--- config.mk ---
export PLATFORM = sky130hd
export DESIGN_NAME = tone_burst_gen
export DESIGN_NICKNAME = d
export VERILOG_FILES = /design/src/rtl/audio_pkg.sv /design/src/rtl/tone_div.sv /design/src/rtl/tone_burst_gen.sv
export SDC_FILE = /design/constraint.sdc
export NUM_CORES = 1
export LEC_CHECK = 0
export CORE_MARGIN = 2
export CORE_UTILIZATION = 64
export CTS_BUF_LIST = sky130_fd_sc_hd__clkbuf_8
export DETAILED_ROUTE_END_ITERATION = 7
export PLACE_DENSITY = 0.95
export SLEW_MARGIN = 15
export SYNTH_ARGS = -nofsm -noshare
export SYNTH_HDL_FRONTEND = slang
export SYNTH_SLANG_ARGS = --single-unit
--- constraint.sdc ---
create_clock -name clk -period 9.1 [get_ports clk]
set_input_delay 1.82 -clock clk [delete_from_list [all_inputs] [get_ports clk]]
set_output_delay 1.82 -clock clk [all_outputs]
set_load 0.005 [all_outputs]
--- src/rtl/audio_pkg.sv ---
// Shared definitions for the audio path: tone burst FSM states and the
// default sizing constants used by the tone generator.
package audio_pkg;

  typedef enum logic [1:0] {
    IDLE = 2'd0,
    TONE = 2'd1,
    GAP  = 2'd2
  } tone_state_t;

  // 1 ms duration tick at a 48 MHz system clock.
  localparam int TICK_DIV_1MS = 48000;
  localparam int DIV_W_DEF    = 16;

endpackage

--- src/rtl/tone_div.sv ---
// Half-period divider for the tone generator: counts clk cycles up to the
// programmed half period and toggles the square-wave phase on each wrap.
module tone_div
  import audio_pkg::*;
#(
  parameter int DIV_W = DIV_W_DEF
) (
  input  logic             clk,
  input  logic             rst,
  input  logic             clr,
  input  logic             en,
  input  logic [DIV_W-1:0] half_period,
  output logic             phase
);

  logic [DIV_W-1:0] cnt;

  // A zero half period freezes the divider so H-1 never underflows.
  always_ff @(posedge clk) begin
    if (rst) begin
      cnt   <= '0;
      phase <= 1'b0;
    end else if (clr) begin
      cnt   <= '0;
      phase <= 1'b1;
    end else if (en && (half_period != '0)) begin
      if (cnt == half_period - DIV_W'(1)) begin
        cnt   <= '0;
        phase <= ~phase;
      end else begin
        cnt <= cnt + DIV_W'(1);
      end
    end
  end

endmodule

--- src/rtl/tone_burst_gen.sv ---
// Programmable speaker burst generator: differential square wave with
// configurable tone frequency, on/off durations and beep count.
module tone_burst_gen
  import audio_pkg::*;
#(
  parameter int DIV_W    = DIV_W_DEF,
  parameter int TICK_DIV = TICK_DIV_1MS,
  parameter int DUR_W    = 12,
  parameter int CNT_W    = 8
) (
  input  logic             clk,
  input  logic             rst,
  input  logic             start,
  input  logic             stop,
  input  logic [DIV_W-1:0] half_period,
  input  logic [DUR_W-1:0] on_ticks,
  input  logic [DUR_W-1:0] off_ticks,
  input  logic [CNT_W-1:0] beeps,
  output logic             spk_p,
  output logic             spk_n,
  output logic             busy,
  output logic             done
);

  localparam int PW = $clog2(TICK_DIV);
  localparam logic [PW-1:0] PRESC_MAX = PW'(TICK_DIV - 1);

  tone_state_t      state_q;
  tone_state_t      state_d;
  logic [DIV_W-1:0] h_q;
  logic [DIV_W-1:0] h_next;
  logic [DUR_W-1:0] on_q;
  logic [DUR_W-1:0] off_q;
  logic [DUR_W-1:0] dur_q;
  logic [CNT_W-1:0] beep_q;
  logic [PW-1:0]    presc_q;
  logic             tick;
  logic             on_expire;
  logic             off_expire;
  logic             last_beep;
  logic             accept;
  logic             reload;
  logic             div_clr;
  logic             div_en;
  logic             phase;
  logic             busy_d;
  logic             done_d;
  logic             sound_d;
  logic             sound_q;

  assign tick       = (presc_q == PRESC_MAX);
  assign on_expire  = tick && (dur_q == on_q - DUR_W'(1));
  assign off_expire = tick && (dur_q == off_q - DUR_W'(1));
  assign last_beep  = (beep_q <= CNT_W'(1));

  always_ff @(posedge clk) begin
    if (rst) begin
      state_q <= IDLE;
    end else begin
      state_q <= state_d;
    end
  end

  // Stop overrides every other transition, including a same-cycle start.
  always_comb begin
    state_d = state_q;
    case (state_q)
      IDLE: if (start) state_d = TONE;
      TONE: begin
        if (on_expire) begin
          if (last_beep)            state_d = IDLE;
          else if (off_q != '0)     state_d = GAP;
          else                      state_d = TONE;
        end
      end
      GAP:  if (off_expire) state_d = TONE;
      default: state_d = IDLE;
    endcase
    if (stop) state_d = IDLE;
  end

  // reload also covers TONE->TONE, which is a fresh beep with no state change.
  always_comb begin
    accept  = (state_q == IDLE) && start && !stop;
    reload  = (state_d != state_q) || ((state_q == TONE) && on_expire);
    div_clr = (state_d == TONE) && reload;
    div_en  = (state_q == TONE);
    h_next  = accept ? half_period : h_q;
    busy_d  = (state_d != IDLE);
    done_d  = (state_q == TONE) && on_expire && last_beep && !stop;
    sound_d = (state_d == TONE) && (h_next != '0);
  end

  always_ff @(posedge clk) begin
    if (rst) begin
      h_q   <= '0;
      on_q  <= '0;
      off_q <= '0;
    end else if (accept) begin
      h_q   <= half_period;
      on_q  <= (on_ticks == '0) ? DUR_W'(1) : on_ticks;
      off_q <= off_ticks;
    end
  end

  always_ff @(posedge clk) begin
    if (rst) begin
      presc_q <= '0;
      dur_q   <= '0;
    end else if ((state_d == IDLE) || reload) begin
      presc_q <= '0;
      dur_q   <= '0;
    end else begin
      presc_q <= tick ? '0 : presc_q + PW'(1);
      if (tick) dur_q <= dur_q + DUR_W'(1);
    end
  end

  always_ff @(posedge clk) begin
    if (rst) begin
      beep_q <= '0;
    end else if (state_d == IDLE) begin
      beep_q <= '0;
    end else if (accept) begin
      beep_q <= (beeps == '0) ? CNT_W'(1) : beeps;
    end else if ((state_q == TONE) && on_expire && !last_beep) begin
      beep_q <= beep_q - CNT_W'(1);
    end
  end

  always_ff @(posedge clk) begin
    if (rst) begin
      busy    <= 1'b0;
      done    <= 1'b0;
      sound_q <= 1'b0;
    end else begin
      busy    <= busy_d;
      done    <= done_d;
      sound_q <= sound_d;
    end
  end

  tone_div #(
    .DIV_W(DIV_W)
  ) u_div (
    .clk        (clk),
    .rst        (rst),
    .clr        (div_clr),
    .en         (div_en),
    .half_period(h_q),
    .phase      (phase)
  );

  // Both pins are gated by a registered enable so no DC sits on the speaker.
  assign spk_p = phase & sound_q;
  assign spk_n = ~phase & sound_q;

endmodule
==> Implementation_results.wiki <==
{| class="wikitable"
! Metric !! Value
|-
| CTS Root Buffer Type || sky130_fd_sc_hd__clkbuf_8
|-
| Tot GR Track Use || 0.318
|-
| Number of DRC markers after the initial detailed-route iteration || 325
|-
| Flop2flop setup slack || roughly 5.4 ns
|-
| Clock Skews || 0.00994 ns
|-
| RSZ-0062 raised after global routing || no
|-
| Final standard cell count with taps included and fillers excluded || roughly 870
|-
| Final global-route overflow total || 0
|-
| Average cell area after synthesis || approximately 8 µm²
|-
| Transition time at the pin with the least slew margin || 0.930 ns
|-
| Cells after DPL || about 850
|-
| Total count of max-transition violations in the final report || 0
|-
| Drc violations || 0
|-
| Cell Pwr Density || 133 nW/µm²
|-
| DIE HEIGHT || 99.0 µm
|-
| TritonCTS clock tree || yes
|-
| Antenna cell count || 0
|-
| Total of hold buffers inserted after clock tree synthesis || 0
|-
| Fraction of layout cells with a size suffix above 1 || 0.0447
|-
| Static leakage || roughly 2.2 nW
|-
| Kind of start point of the critical path || input port
|-
| H-Tree Depth || 3
|-
| Maximum fanout along the worst path || 34
|-
| Number of synthesized register bits || 98
|-
| Wire length of the first global-routing pass || 25.8 mm
|-
| Synthesized instance count || 725
|-
| Per-cell routed wire length || between 15 and 20 µm
|-
| Core box area || 8720 µm²
|-
| Hold violation total from the final report || 0
|-
| FP Rows || 34
|-
| Number of I/O port buffers || between 50 and 60
|-
| Number of iterations in the first detailed-routing pass || 6
|-
| Final sum of negative setup slack || 0 ns
|-
| Via Count || 5671
|-
| Peak supply drop || 0.0000802 V
|-
| Total setup violations reported at the end of the flow || 0
|-
| Clock period minus final worst setup slack || 3.84 ns
|-
| Post-detailed-route via-to-cell ratio || 6.53
|-
| Weighted congestion reported at the end of routability-driven placement || between 0.9 and 1
|-
| Post-CTS repair timing setup buffer count || 0
|-
| Synth Flop Type || sky130_fd_sc_hd__dfxtp_1
|-
| Maxcap violations || 0
|-
| Synth Cell Area || 5770 µm²
|-
| Number of global-route vias before repair || 5600
|-
| Fraction of registers with async set or reset after synthesis || 0
|-
| Sort of element at the end of the critical path || register
|-
| Data required time at the worst endpoint || ~9.4 ns
|-
| NumNets Final || 817
|-
| Register clock-pin slew on the reported worst setup and hold paths || approximately 0.090 ns
|-
| Sequential share of the synthesized area || 0.340
|-
| Count of flip-flops with a built-in enable after synthesis || 0
|-
| Total nets after synthesis || approximately 800
|-
| Clock Path Buffers || 2
|-
| Total wirelength of the detailed-routed design || 15.4 mm
|-
| Crit Path Category || input port to register
|-
| Width of the die || 99.0 µm
|-
| Worst slew margin relative to its limit || 0.377
|-
| Number of library cell types mapped by synthesis || 63
|-
| Synth Warn # || 0
|-
| Die area || 9790 µm²
|-
| Number of buffers created by CTS || 9
|-
| Maximum achievable frequency || 260 MHz
|-
| Top Ports || 56
|-
| Final ANT Viol Nets || 0
|-
| Effective utilization at floorplan || 0.662
|-
| Period utilisation layout || 0.422
|-
| Clock Sink Count || roughly 100
|-
| HPWL Detailed || approximately 11 mm
|-
| Outcome || completed
|-
| Path type of the worst min-delay path || register to register
|-
| Antenna violations before repair || 0
|-
| Worst endpoint data arrival time || 4.12 ns
|-
| Gates resized, CTS repair || 0
|-
| Largest net degree at the start of global routing || 44
|-
| P&R area growth vs syn || 12.3%
|-
| Clk_lat worst skew || 0.37 ns
|}
[final timing paths]
| kind | start | endpoint | depth (start not counted) |
|---|---|---|---|
| worst max-delay path | stop | beep_q[3] | 6 |
| worst min-delay path | on_q[11] | on_q[11] | 2 |
| worst max register to register | off_q[0] | u_div.cnt[14] | 9 |
| worst min register to register | on_q[11] | on_q[11] | 2 |
[synth_stat cells, types with 5 or more instances]
library cell | instances | area share
sky130_fd_sc_hd__a211oi_1 | 7 | 0.0091
sky130_fd_sc_hd__ha_1 | 9 | 0.020
sky130_fd_sc_hd__dfxtp_1 | 98 | 0.34
sky130_fd_sc_hd__and3_1 | 6 | 0.0065
sky130_fd_sc_hd__inv_1 | 17 | 0.011
sky130_fd_sc_hd__mux2i_1 | 5 | 0.0087
sky130_fd_sc_hd__nor4_1 | 33 | 0.036
sky130_fd_sc_hd__buf_2 | 7 | 0.0061
sky130_fd_sc_hd__or4_1 | 9 | 0.012
sky130_fd_sc_hd__a31oi_1 | 7 | 0.0076
sky130_fd_sc_hd__o21ai_0 | 5 | 0.0043
sky130_fd_sc_hd__nor3b_1 | 5 | 0.0065
sky130_fd_sc_hd__and2_1 | 7 | 0.0076
sky130_fd_sc_hd__xor2_1 | 39 | 0.059
sky130_fd_sc_hd__nor2_1 | 32 | 0.021
sky130_fd_sc_hd__xnor2_1 | 52 | 0.079
sky130_fd_sc_hd__nand3_1 | 31 | 0.027
sky130_fd_sc_hd__a21oi_1 | 48 | 0.042
sky130_fd_sc_hd__nor3_1 | 60 | 0.052
sky130_fd_sc_hd__or3_1 | 9 | 0.0098
sky130_fd_sc_hd__nand4_1 | 14 | 0.015
sky130_fd_sc_hd__clkbuf_1 | 24 | 0.016
sky130_fd_sc_hd__nand2b_1 | 9 | 0.0098
sky130_fd_sc_hd__nand3b_1 | 9 | 0.012
sky130_fd_sc_hd__nand2_1 | 117 | 0.076
[report_power, final]
group          total [mW]  switching (mW)  internal, mW
registers           0.454          0.0152         0.439
logic               0.153          0.0833        0.0701
clock network       0.254           0.150         0.104
total               0.862           0.248         0.613
[per-layer routing]
metal	global-route usage	vias up	wire [µm]
met5	0	-	0
met4	0.121	0	487
met3	0.0624	62	1220
met2	0.561	285	7620
met1	0.380	2684	6050
li1	-	2640	-
[logic make-up (layout without fill, tap and decap cells)]
logic type      after synthesis  count (layout)  share of synthesized area
simple gates                364             364                      0.328
compound gates              100             100                      0.117
flops                        98              98                      0.340
xor+xnor                     92              92                      0.142
buf+inv                      55              90                     0.0412
fa+ha+maj                     9               9                     0.0195
mux                           7               7                     0.0126
[stage by stage]
stage	utilization	setup WS, ns	instance area (µm²)	hold WS (ns)	power (mW)
after detailed placement	0.724	4.81	6310	0.472	0.612
after global routing	0.743	5.05	6480	0.518	0.899
after global placement	0.724	4.97	6310	0.460	0.605
after CTS	0.743	5.15	6480	0.485	0.858
final	0.743	5.26	6480	0.491	0.862
after floorplan	-	5.98	5770	0.448	0.563
[sequential cells by signal (all words and copies together) (netlist names)]
signal,flops
on_q,12
off_q,12
u_div.phase,1
h_q,16
beep_q,8
sound_q,1
busy,1
presc_q,16
done,1
u_div.cnt,16
dur_q,12
state_q,2
[area by class of cell]
type / count / area, µm²
multi-input cells: 572 / 3580
fillers: 602 / 2240
flip-flops and latches: 98 / 1960
repair buffers: 58 / 573
clock buffers: 10 / 138
well taps: 108 / 135
inverters: 17 / 63.8
clock inverters: 5 / 32.5
[placed cells by master (no fill, tap or decap), drive strengths merged, types with 3 or more instances in the layout]
cell,netlist,routed
nand2b,9,9
xnor2,52,52
nor2,32,32
clkbuf,24,10
nor3,62,62
nor3b,5,5
ha,9,9
inv,17,18
nand3b,9,9
nand4,14,14
nor4,34,34
o21ai,5,5
a21oi,48,48
and2,7,7
xor2,39,39
and3,7,7
a22oi,4,4
buf,14,3
or3,10,10
a31oi,7,7
a311oi,3,3
o31ai,4,4
clkdlybuf4s50,0,55
nor2b,4,4
or4,10,10
dfxtp,98,98
nand3,31,31
a211oi,7,7
nor4b,4,4
mux2i,5,5
o211ai,4,4
nand2,117,117
[worst max-delay path: stages]
cell and delay (ns):
sky130_fd_sc_hd__clkdlybuf4s50_1 0.48, sky130_fd_sc_hd__nand2b_1 0.22, sky130_fd_sc_hd__nor3_2 0.72, sky130_fd_sc_hd__buf_4 0.50
sky130_fd_sc_hd__a22oi_1 0.16, sky130_fd_sc_hd__a21oi_1 0.21
Power figures use the tool's default switching activity.
==> RTL edit, RTL diff (same flow settings) <==
Re-encode `tone_state_t` (3 states) as one-hot, 3 bits wide.
--- a/src/rtl/audio_pkg.sv
+++ b/src/rtl/audio_pkg.sv
@@ -2,10 +2,10 @@
 // default sizing constants used by the tone generator.
 package audio_pkg;
 
-  typedef enum logic [1:0] {
-    IDLE = 2'd0,
-    TONE = 2'd1,
-    GAP  = 2'd2
+  typedef enum logic [2:0] {
+    IDLE = 3'b001,
+    TONE = 3'b010,
+    GAP  = 3'b100
   } tone_state_t;
 
   // 1 ms duration tick at a 48 MHz system clock.
Function: same outputs for any inputs over 10 cycles, from zero or initial values and one cycle with rst high; not proved beyond that.
==> RTL edit against the original RTL <==
Critical path depth unchanged; clock power is 19% higher; routed wire length fell by 3.3%; total power increased by 6.7%; worst setup slack got worse by 97 ps; hold slack better by 1.7 ps; cell area grew 1.7%; die area rose by 2.1%; cell count unchanged; sequential cell count is 1 higher; synthesized area grew 2.2%; critical path type unchanged; critical endpoint is now u_div.cnt[2]; largest power group unchanged; highest routed layer unchanged.
==> RTL edit: results <==
group,metric,value,unit
outcome,status,"complete, no violations",
drt,met1_length,5830,µm
finish,num-fill-cells,646,
setup_path,cp_slowest_cell,"clkdlybuf4s50_1",
setup_path,worstPathMaxFanout,49,
grt,met1_usage,35.9,%
sta,tightest_slew,1170,ps
grt,use_met3,4.67,%
grt,groute.usage.overall,30.5,%
place,dp_hpwl,10500,µm
setup_path,crit_start,"stop",
drt,drt_iter0_drc,276,
synth,synth_xor_area_share,13.6,%
setup_path,rrSetupSlack,5270,ps
synth,syn_nets,789,
finish,drive_above_1_share,7.66,%
finish,final_nets,813,
place,dpl_cell_area,6390,µm²
sta,final.setup_skew,10.3,ps
grt,grtUsageMet2,54.8,%
setup_path,reg2reg_from,"on_q[0]",
grt,grt_pass1_vias,5394,
power,max-vdd-ir-drop,80.0,µV
setup_path,max_stage_delay,560,ps
drt,first_pass_iters,5,
grt,grt_max_degree,60,
synth,synthAdderAreaFrac,1.91,%
setup_path,crit_arrival,4150,ps
setup_path,ff2ff_path_depth,11,
synth,synth_mux_area_share,0.870,%
grt,grt_pass1_wl,24800,µm
synth,synth_area_leaders,"dfxtp_1, nand2_1, xnor2_1, xor2_1, a21oi_1",
synth,ys_top_cells_by_count,"nand2_1, dfxtp_1, a21oi_1, xnor2_1, xor2_1",
synth,ys_types,69,
synth,synth.avg_cell_area,8.10,µm²
finish,multi_input_area,3630,µm²
setup_path,r2r_end,"dur_q[9]",
## RTL edit: final cells by class
cell class | instances | area share [%]
clock buffers | 9 | 1.88
clock inverters | 7 | 1.27
inverters | 18 | 1.02
multi-input cells | 566 | 55.0
flip-flops and latches | 99 | 30.1
well taps | 111 | 2.11
repair buffers | 58 | 8.61
## RTL edit: where the power goes
group / leakage (nW) / internal, mW / switching (mW)
registers: 0.802 / 0.443 / 0.0159
clock network: 0.0959 / 0.132 / 0.170
logic: 1.34 / 0.0715 / 0.0865
## RTL edit: worst min path at each step
| stage | end | slack, ps | from | depth (start not counted) |
|---|---|---|---|---|
| after floorplan | presc_q[0] | 450 | presc_q[0] | 1 |
| after global placement | h_q[1] | 470 | h_q[1] | 2 |
| after detailed placement | h_q[1] | 480 | h_q[1] | 2 |
| after CTS | h_q[1] | 490 | h_q[1] | 2 |
| after global routing | h_q[1] | 510 | h_q[1] | 2 |
| final | h_q[1] | 490 | h_q[1] | 2 |
## RTL edit: logic make-up (layout without fill, tap and decap cells)
logic type               after synthesis  count (layout)
multiplexers                           5               5
flip-flops                            99              99
AND/OR/NAND/NOR                      345             345
AO/OA/AOI/OAI                        116             116
XOR/XNOR                              91              91
buffers and inverters                 63              92
adder cells (fa/ha/maj)                9               9
## RTL edit: through the flow
stage	cells	hold slack, ps	power (mW)	setup WS [ps]
floorplan	728	454	0.573	5920
global placement	852	471	0.615	4890
detailed placement	852	480	0.622	4820
CTS	868	495	0.920	5220
global route	868	512	0.956	4990
finish	868	493	0.919	5160
## RTL edit: worst max-delay path, delay by kind of cell
family / cells / cell delay [ps]
AND/OR/NAND/NOR: 2 / 330
buffers and inverters: 2 / 1030
AO/OA/AOI/OAI: 2 / 940
